File: src/rtl/regfile_sb_pkg.sv
// Shared constants, index type and popcount helper for the regfile_sb block.
// Data width follows `XLEN (defaults to 32 when the build does not set it).
`ifndef XLEN
`define XLEN 32
`endif

package regfile_sb_pkg;
    localparam int NREG   = 32;
    localparam int IW     = 5;
    localparam int XLEN_W = `XLEN;

    typedef logic [IW-1:0] reg_idx_t;

    localparam reg_idx_t REG_ZERO = 5'd0;

    function automatic logic [IW:0] popcount(input logic [NREG-1:0] v);
        logic [IW:0] n;
        n = '0;
        for (int i = 0; i < NREG; i++) begin
            n = n + {{IW{1'b0}}, v[i]};
        end
        return n;
    endfunction
endpackage

File: src/rtl/regfile_sb_scoreboard.sv
// Pending-write scoreboard: one bit per register, priority flush > set > clear,
// with a registered popcount of the pending bits updated alongside them.
module regfile_sb_scoreboard
    import regfile_sb_pkg::*;
(
    input  logic            clk_i,
    input  logic            rst_i,
    input  logic            set_en_i,
    input  reg_idx_t        set_idx_i,
    input  logic            clr_en_i,
    input  reg_idx_t        clr_idx_i,
    input  logic            flush_i,
    output logic [NREG-1:0] pend_o,
    output logic [IW:0]     cnt_o
);
    logic [NREG-1:0] pend_q, pend_d;
    logic [IW:0]     cnt_q, cnt_d;

    always_comb begin
        pend_d = pend_q;
        if (clr_en_i && clr_idx_i != REG_ZERO) pend_d[clr_idx_i] = 1'b0;
        // A same-cycle set overrides the clear: the newer producer is outstanding.
        if (set_en_i && set_idx_i != REG_ZERO) pend_d[set_idx_i] = 1'b1;
        if (flush_i) pend_d = '0;
        pend_d[0] = 1'b0;
        cnt_d = popcount(pend_d);
    end

    always_ff @(posedge clk_i) begin
        if (rst_i) begin
            pend_q <= '0;
            cnt_q  <= '0;
        end else begin
            pend_q <= pend_d;
            cnt_q  <= cnt_d;
        end
    end

    assign pend_o = pend_q;
    assign cnt_o  = cnt_q;
endmodule

File: src/rtl/regfile_sb.sv
// Integer register file (x0 hardwired to zero) with two combinational read ports and a RAW scoreboard.
// Optional same-cycle writeback forwarding to the read ports: define REGFILE_WB_BYPASS_EN.
module regfile_sb #(
    parameter int DW   = `XLEN,
    parameter int NREG = 32,
    parameter int IW   = 5
) (
    input  logic          clk_i,
    input  logic          rst_i,
    input  logic          wb_rd_en_i,
    input  logic [IW-1:0] wb_rd_idx_i,
    input  logic [DW-1:0] wb_rd_wdata_i,
    input  logic [IW-1:0] rs1_idx_i,
    input  logic [IW-1:0] rs2_idx_i,
    output logic [DW-1:0] rs1_rdata_o,
    output logic [DW-1:0] rs2_rdata_o,
    output logic          rs1_busy_o,
    output logic          rs2_busy_o,
    input  logic          iss_valid_i,
    input  logic          iss_rd_en_i,
    input  logic [IW-1:0] iss_rd_idx_i,
    input  logic          flush_i,
    output logic [IW:0]   pend_cnt_o
);
    import regfile_sb_pkg::*;

    logic [DW-1:0]   regs_q [NREG];
    logic [NREG-1:0] pend;
    logic            wb_wr;

    assign wb_wr = wb_rd_en_i && (wb_rd_idx_i != '0) && !rst_i;

    always_ff @(posedge clk_i) begin
        if (rst_i) begin
            for (int i = 0; i < NREG; i++) regs_q[i] <= '0;
        end else if (wb_wr) begin
            regs_q[wb_rd_idx_i] <= wb_rd_wdata_i;
        end
    end

    regfile_sb_scoreboard u_sb (
        .clk_i     (clk_i),
        .rst_i     (rst_i),
        .set_en_i  (iss_valid_i && iss_rd_en_i),
        .set_idx_i (iss_rd_idx_i),
        .clr_en_i  (wb_rd_en_i),
        .clr_idx_i (wb_rd_idx_i),
        .flush_i   (flush_i),
        .pend_o    (pend),
        .cnt_o     (pend_cnt_o)
    );

`ifdef REGFILE_WB_BYPASS_EN
    logic iss_set;
    assign iss_set = iss_valid_i && iss_rd_en_i && (iss_rd_idx_i != '0);
`endif

    always_comb begin
        rs1_rdata_o = (rs1_idx_i == '0) ? '0 : regs_q[rs1_idx_i];
        rs2_rdata_o = (rs2_idx_i == '0) ? '0 : regs_q[rs2_idx_i];
        rs1_busy_o  = pend[rs1_idx_i] && (rs1_idx_i != '0);
        rs2_busy_o  = pend[rs2_idx_i] && (rs2_idx_i != '0);
`ifdef REGFILE_WB_BYPASS_EN
        // Forwarded data satisfies the consumer unless an issue re-marks the register now.
        if (wb_wr && wb_rd_idx_i == rs1_idx_i) begin
            rs1_rdata_o = wb_rd_wdata_i;
            rs1_busy_o  = rs1_busy_o && iss_set && (iss_rd_idx_i == rs1_idx_i);
        end
        if (wb_wr && wb_rd_idx_i == rs2_idx_i) begin
            rs2_rdata_o = wb_rd_wdata_i;
            rs2_busy_o  = rs2_busy_o && iss_set && (iss_rd_idx_i == rs2_idx_i);
        end
`endif
    end
endmodule

File: config.mk
export PLATFORM = sky130hd
export DESIGN_NAME = regfile_sb
export DESIGN_NICKNAME = d
export VERILOG_FILES = /design/src/rtl/regfile_sb_pkg.sv /design/src/rtl/regfile_sb_scoreboard.sv /design/src/rtl/regfile_sb.sv
export SDC_FILE = /design/constraint.sdc
export NUM_CORES = 2
export LEC_CHECK = 0
export CORE_MARGIN = 2
export CORE_UTILIZATION = 63
export DETAILED_ROUTE_END_ITERATION = 16
export PLACE_DENSITY = 0.81
export SYNTH_ARGS = -nofsm -noshare
export SYNTH_HDL_FRONTEND = slang
export SYNTH_SLANG_ARGS = --single-unit
File: constraint.sdc
create_clock -name clk_i -period 8.7 [get_ports clk_i]
set_input_delay 0.87 -clock clk_i [delete_from_list [all_inputs] [get_ports clk_i]]
set_output_delay 0.87 -clock clk_i [all_outputs]
set_load 0.02 [all_outputs]
==> insert_results.sql <==
INSERT INTO impl_metrics (metric_group, metric, value, unit) VALUES
('setup_path', 'startpoint_type', 'input pin', ''),
('setup_path', 'setup.worst_path.end_class', 'flip-flop', ''),
('setup_path', 'r2r-start', 'u_sb.pend_o[17]', ''),
('placed_design', 'pre_cts_slack', '1.38', 'ns'),
('power_and_ir_drop', 'peak_supply_drop', '169', 'uV'),
('sta', 'clock-skew-final', '0.00413', 'ns'),
('clock_network', 'cts_root_buffer', 'sky130_fd_sc_hd__clkbuf_16', ''),
('sta', 'timing_max_transition_violations_final', '0', ''),
('sta', 'postLayoutSetupSlackWorst', '2.09', 'ns'),
('sta', 'finalSetupViolCount', '0', ''),
('logic_synthesis', 'yosysMostFrequentCell', 'sky130_fd_sc_hd__edfxtp_1', ''),
('detailed_routing', 'routed_wirelength', '179000', 'um'),
('clock_network', 'cts_made_buffers', '110', ''),
('clock_network', 'cts_max_level', '3', ''),
('grt', 'grt_antenna_before_repair', '8', ''),
('clock_network', 'cts_post_setup_buffers_inserted', '0', ''),
('sta', 'min_period', '6.61', 'ns'),
('logic_synthesis', 'synth.avg_cell_area', '14.5', 'um^2'),
('detailed_routing', 'route.vias.total', '37642', ''),
('clock_network', 'tritoncts', 'built', ''),
('placed_design', 'post_placement_cell_count', '4953', ''),
('run_status', 'status', 'finished clean', ''),
('setup_path', 'timing.setup.critical_path_class', 'in2reg', ''),
('placed_design', 'detailed_place_hpwl', '107000', 'um'),
('logic_synthesis', 'synth_cells', '3947', ''),
('sta', 'final_hold_viol_count', '0', ''),
('sta', 'maxSlewHeadroom', '0.0699', ''),
('detailed_routing', 'detail_route.vias_per_cell', '7.30', ''),
('logic_synthesis', 'synth.ff_latch_count', '1061', ''),
('logic_synthesis', 'synth_enable_flop_cells', '1024', ''),
('die', 'dieArea', '0.0934', 'mm^2'),
('detailed_routing', 'detail_route.wirelength.met1', '58500', 'um'),
('run', 'drv.max_cap_violation_count', '0', ''),
('detailed_routing', 'drt_iter0_drc', '6279', ''),
('setup_path', 'worst-path-max-fanout', '13', ''),
('clock_network', 'cts.reportedPaths.clkPinSlew', '0.06', 'ns'),
('logic_synthesis', 'synth.lib_cells_used.distinct', '47', ''),
('sta', 'fmax', '151', 'MHz'),
('die', 'floorplan.initialDensity', '0.636', ''),
('grt', 'overflow', '0', ''),
('detailed_routing', 'final_antenna_net_count', '0', ''),
('placed_design', 'place_congestion', '0.953', ''),
('power_and_ir_drop', 'pwr-share-seq', '0.501', ''),
('cells_and_area', 'layoutNonFillerInstCount', '5157', ''),
('setup_path', 'critical_path_required', '9.25', 'ns'),
('clock_network', 'cts.hold.buffers_added', '0', ''),
('die', 'core', '0.0901', 'mm^2'),
('logic_synthesis', 'yosysWarnings', '0', ''),
('detailed_routing', 'dr.pass1.iters', '6', ''),
('detailed_routing', 'route.detailed.drc', '0', ''),
('sta', 'setup-tns-final', '0', 'ns'),
('logic_synthesis', 'ys_top_cells_by_area', 'sky130_fd_sc_hd__edfxtp_1 54%, sky130_fd_sc_hd__mux4_2 18%, sky130_fd_sc_hd__and2_1 11%', ''),
('logic_synthesis', 'synthArstFlopShare', '0', ''),
('setup_path', 'path_cells', 'clkdlybuf4s50_1, nand2b_1, o21ai_0, a21oi_1, ha_1, inv_1, fa_1, fa_1, fa_1, fa_1, fa_1, inv_1, fa_1, ha_1, inv_1, fa_1, nor2b_1, o21ai_0, a21boi_0, nor3_1', ''),
('setup_path', 'cp_dominant_cell_by_count', 'sky130_fd_sc_hd__fa_1', ''),
('power_and_ir_drop', 'switching_share', '0.255', ''),
('die', 'die_w', '306', 'um'),
('logic_synthesis', 'synth.top_cell.area_share', '0.536', ''),
('setup_path', 'slowest_delay', '0.79', 'ns'),
('logic_synthesis', 'synth_seq_area_share', '0.549', ''),
('die', 'fp.dieH', '306', 'um'),
('logic_synthesis', 'post_synth_most_frequent_cells', '1024 x sky130_fd_sc_hd__edfxtp_1, 999 x sky130_fd_sc_hd__and2_1, 460 x sky130_fd_sc_hd__mux4_2', ''),
('sta', 'post-route-period-util', '0.760', ''),
('sta', 'worstMarginPinSlew', '1.39', 'ns'),
('power_and_ir_drop', 'p_switching', '3.07', 'mW'),
('die', 'num_io_pins', '130', ''),
('grt', 'first_global_vias', '37592', ''),
('cells_and_area', 'fillers', '5787', ''),
('cells_and_area', 'fin_nets', '3979', ''),
('cells_and_area', 'syn_to_final_growth', '9.79', '%'),
('die', 'placementRows', '110', '');
## logic make-up (layout without fill, tap and decap cells)
logic type / Yosys count / after routing / synth area share
AO/OA/AOI/OAI: 457 / 457 / 0.0563
XOR/XNOR: 1 / 1 / 0.000153
adder cells (fa/ha/maj): 32 / 32 / 0.00999
buffers and inverters: 462 / 462 / 0.0335
flip-flops: 1061 / 1061 / 0.549
multiplexers: 660 / 660 / 0.217
other: 1 / 35 / 0.0000654
AND/OR/NAND/NOR: 1273 / 1273 / 0.134
## power groups by stage
stage	clock network, mW	logic [mW]	registers (mW)
after global routing	4.63	1.60	6.05
after floorplan	0	0.947	6.07
final	4.44	1.57	6.03
after detailed placement	0	1.52	6.12
after global placement	0	1.50	6.10
after CTS	4.45	1.53	6.02
## worst max-delay path: cells and delay by family
kind,cells,cell delay [ns]
AOI/OAI and AO/OA,4,0.71
adders and majority gates,9,3.65
buffers and inverters,4,0.92
and+or+nand+nor,3,1.02
## layout by cell type, fill, tap and decap left out, drive strengths merged, types with 3 or more instances in the layout
cell type / Yosys / routed
diode: 0 / 3
a21oi: 10 / 10
mux2: 68 / 68
nand3: 5 / 5
inv: 32 / 32
o2111ai: 15 / 15
nor3: 24 / 24
clkbuf: 290 / 139
conb: 1 / 32
a21o: 17 / 17
buf: 140 / 110
bufinv: 0 / 4
nand2: 87 / 87
clkdlybuf4s50: 0 / 119
a22oi: 74 / 74
mux2i: 132 / 132
nand2b: 6 / 6
nand4b: 5 / 5
and2: 999 / 999
mux4: 460 / 460
nor3b: 4 / 4
and4b: 3 / 3
o21ai: 148 / 148
or2: 9 / 9
ha: 9 / 9
clkinv: 0 / 57
fa: 23 / 23
a221oi: 51 / 51
edfxtp: 1024 / 1024
dfxtp: 37 / 37
a311oi: 66 / 66
nor2: 43 / 43
a211oi: 72 / 72
and4bb: 3 / 3
nor2b: 73 / 73
## through the flow
| stage | cell area (um^2) | hold slack, ns | utilization | power, mW |
|---|---|---|---|---|
| 3_3_place_gp | 59600 | 0.494 | 0.661 | 7.60 |
| 5_1_grt | 62900 | 0.545 | 0.698 | 12.3 |
| 3_5_place_dp | 59600 | 0.499 | 0.661 | 7.64 |
| 4_1_cts | 62900 | 0.507 | 0.698 | 12.0 |
| 2_1_floorplan | 57500 | 0.471 | - | 7.02 |
| 6_report | 62900 | 0.513 | 0.698 | 12.0 |
## state kept, by name, indices dropped and copies added (netlist names)
| signal | cells |
|---|---|
| u_sb.cnt_o | 6 |
| u_sb.pend_o | 31 |
| regs_q | 1024 |
## final cells by class
type / count / area (um^2) / area share
sequential: 1061 / 31500 / 0.500
multi-input combinational: 2455 / 24400 / 0.388
clock buffer: 139 / 2880 / 0.0458
timing repair buffer: 229 / 2110 / 0.0335
tap: 1176 / 1470 / 0.0234
clock inverter: 62 / 452 / 0.00718
inverter: 32 / 121 / 0.00193
antenna: 3 / 7.51 / 0.000119
## layer usage
metal / vias up / GRT usage
met5: - / 0
met4: 14 / 0.248
met3: 640 / 0.0919
met2: 3222 / 0.587
met1: 18777 / 0.498
li1: 14989 / -
## final timing paths
kind | end | cells past startpoint | slack [ns]
worst max-delay path | u_sb.cnt_o[4] | 20 | 2.09
worst min-delay path | u_sb.pend_o[11] | 2 | 0.51
worst max register to register | u_sb.cnt_o[4] | 18 | 3.42
worst min register to register | u_sb.pend_o[11] | 2 | 0.51
No activity file was read; power rests on OpenSTA's default activity.
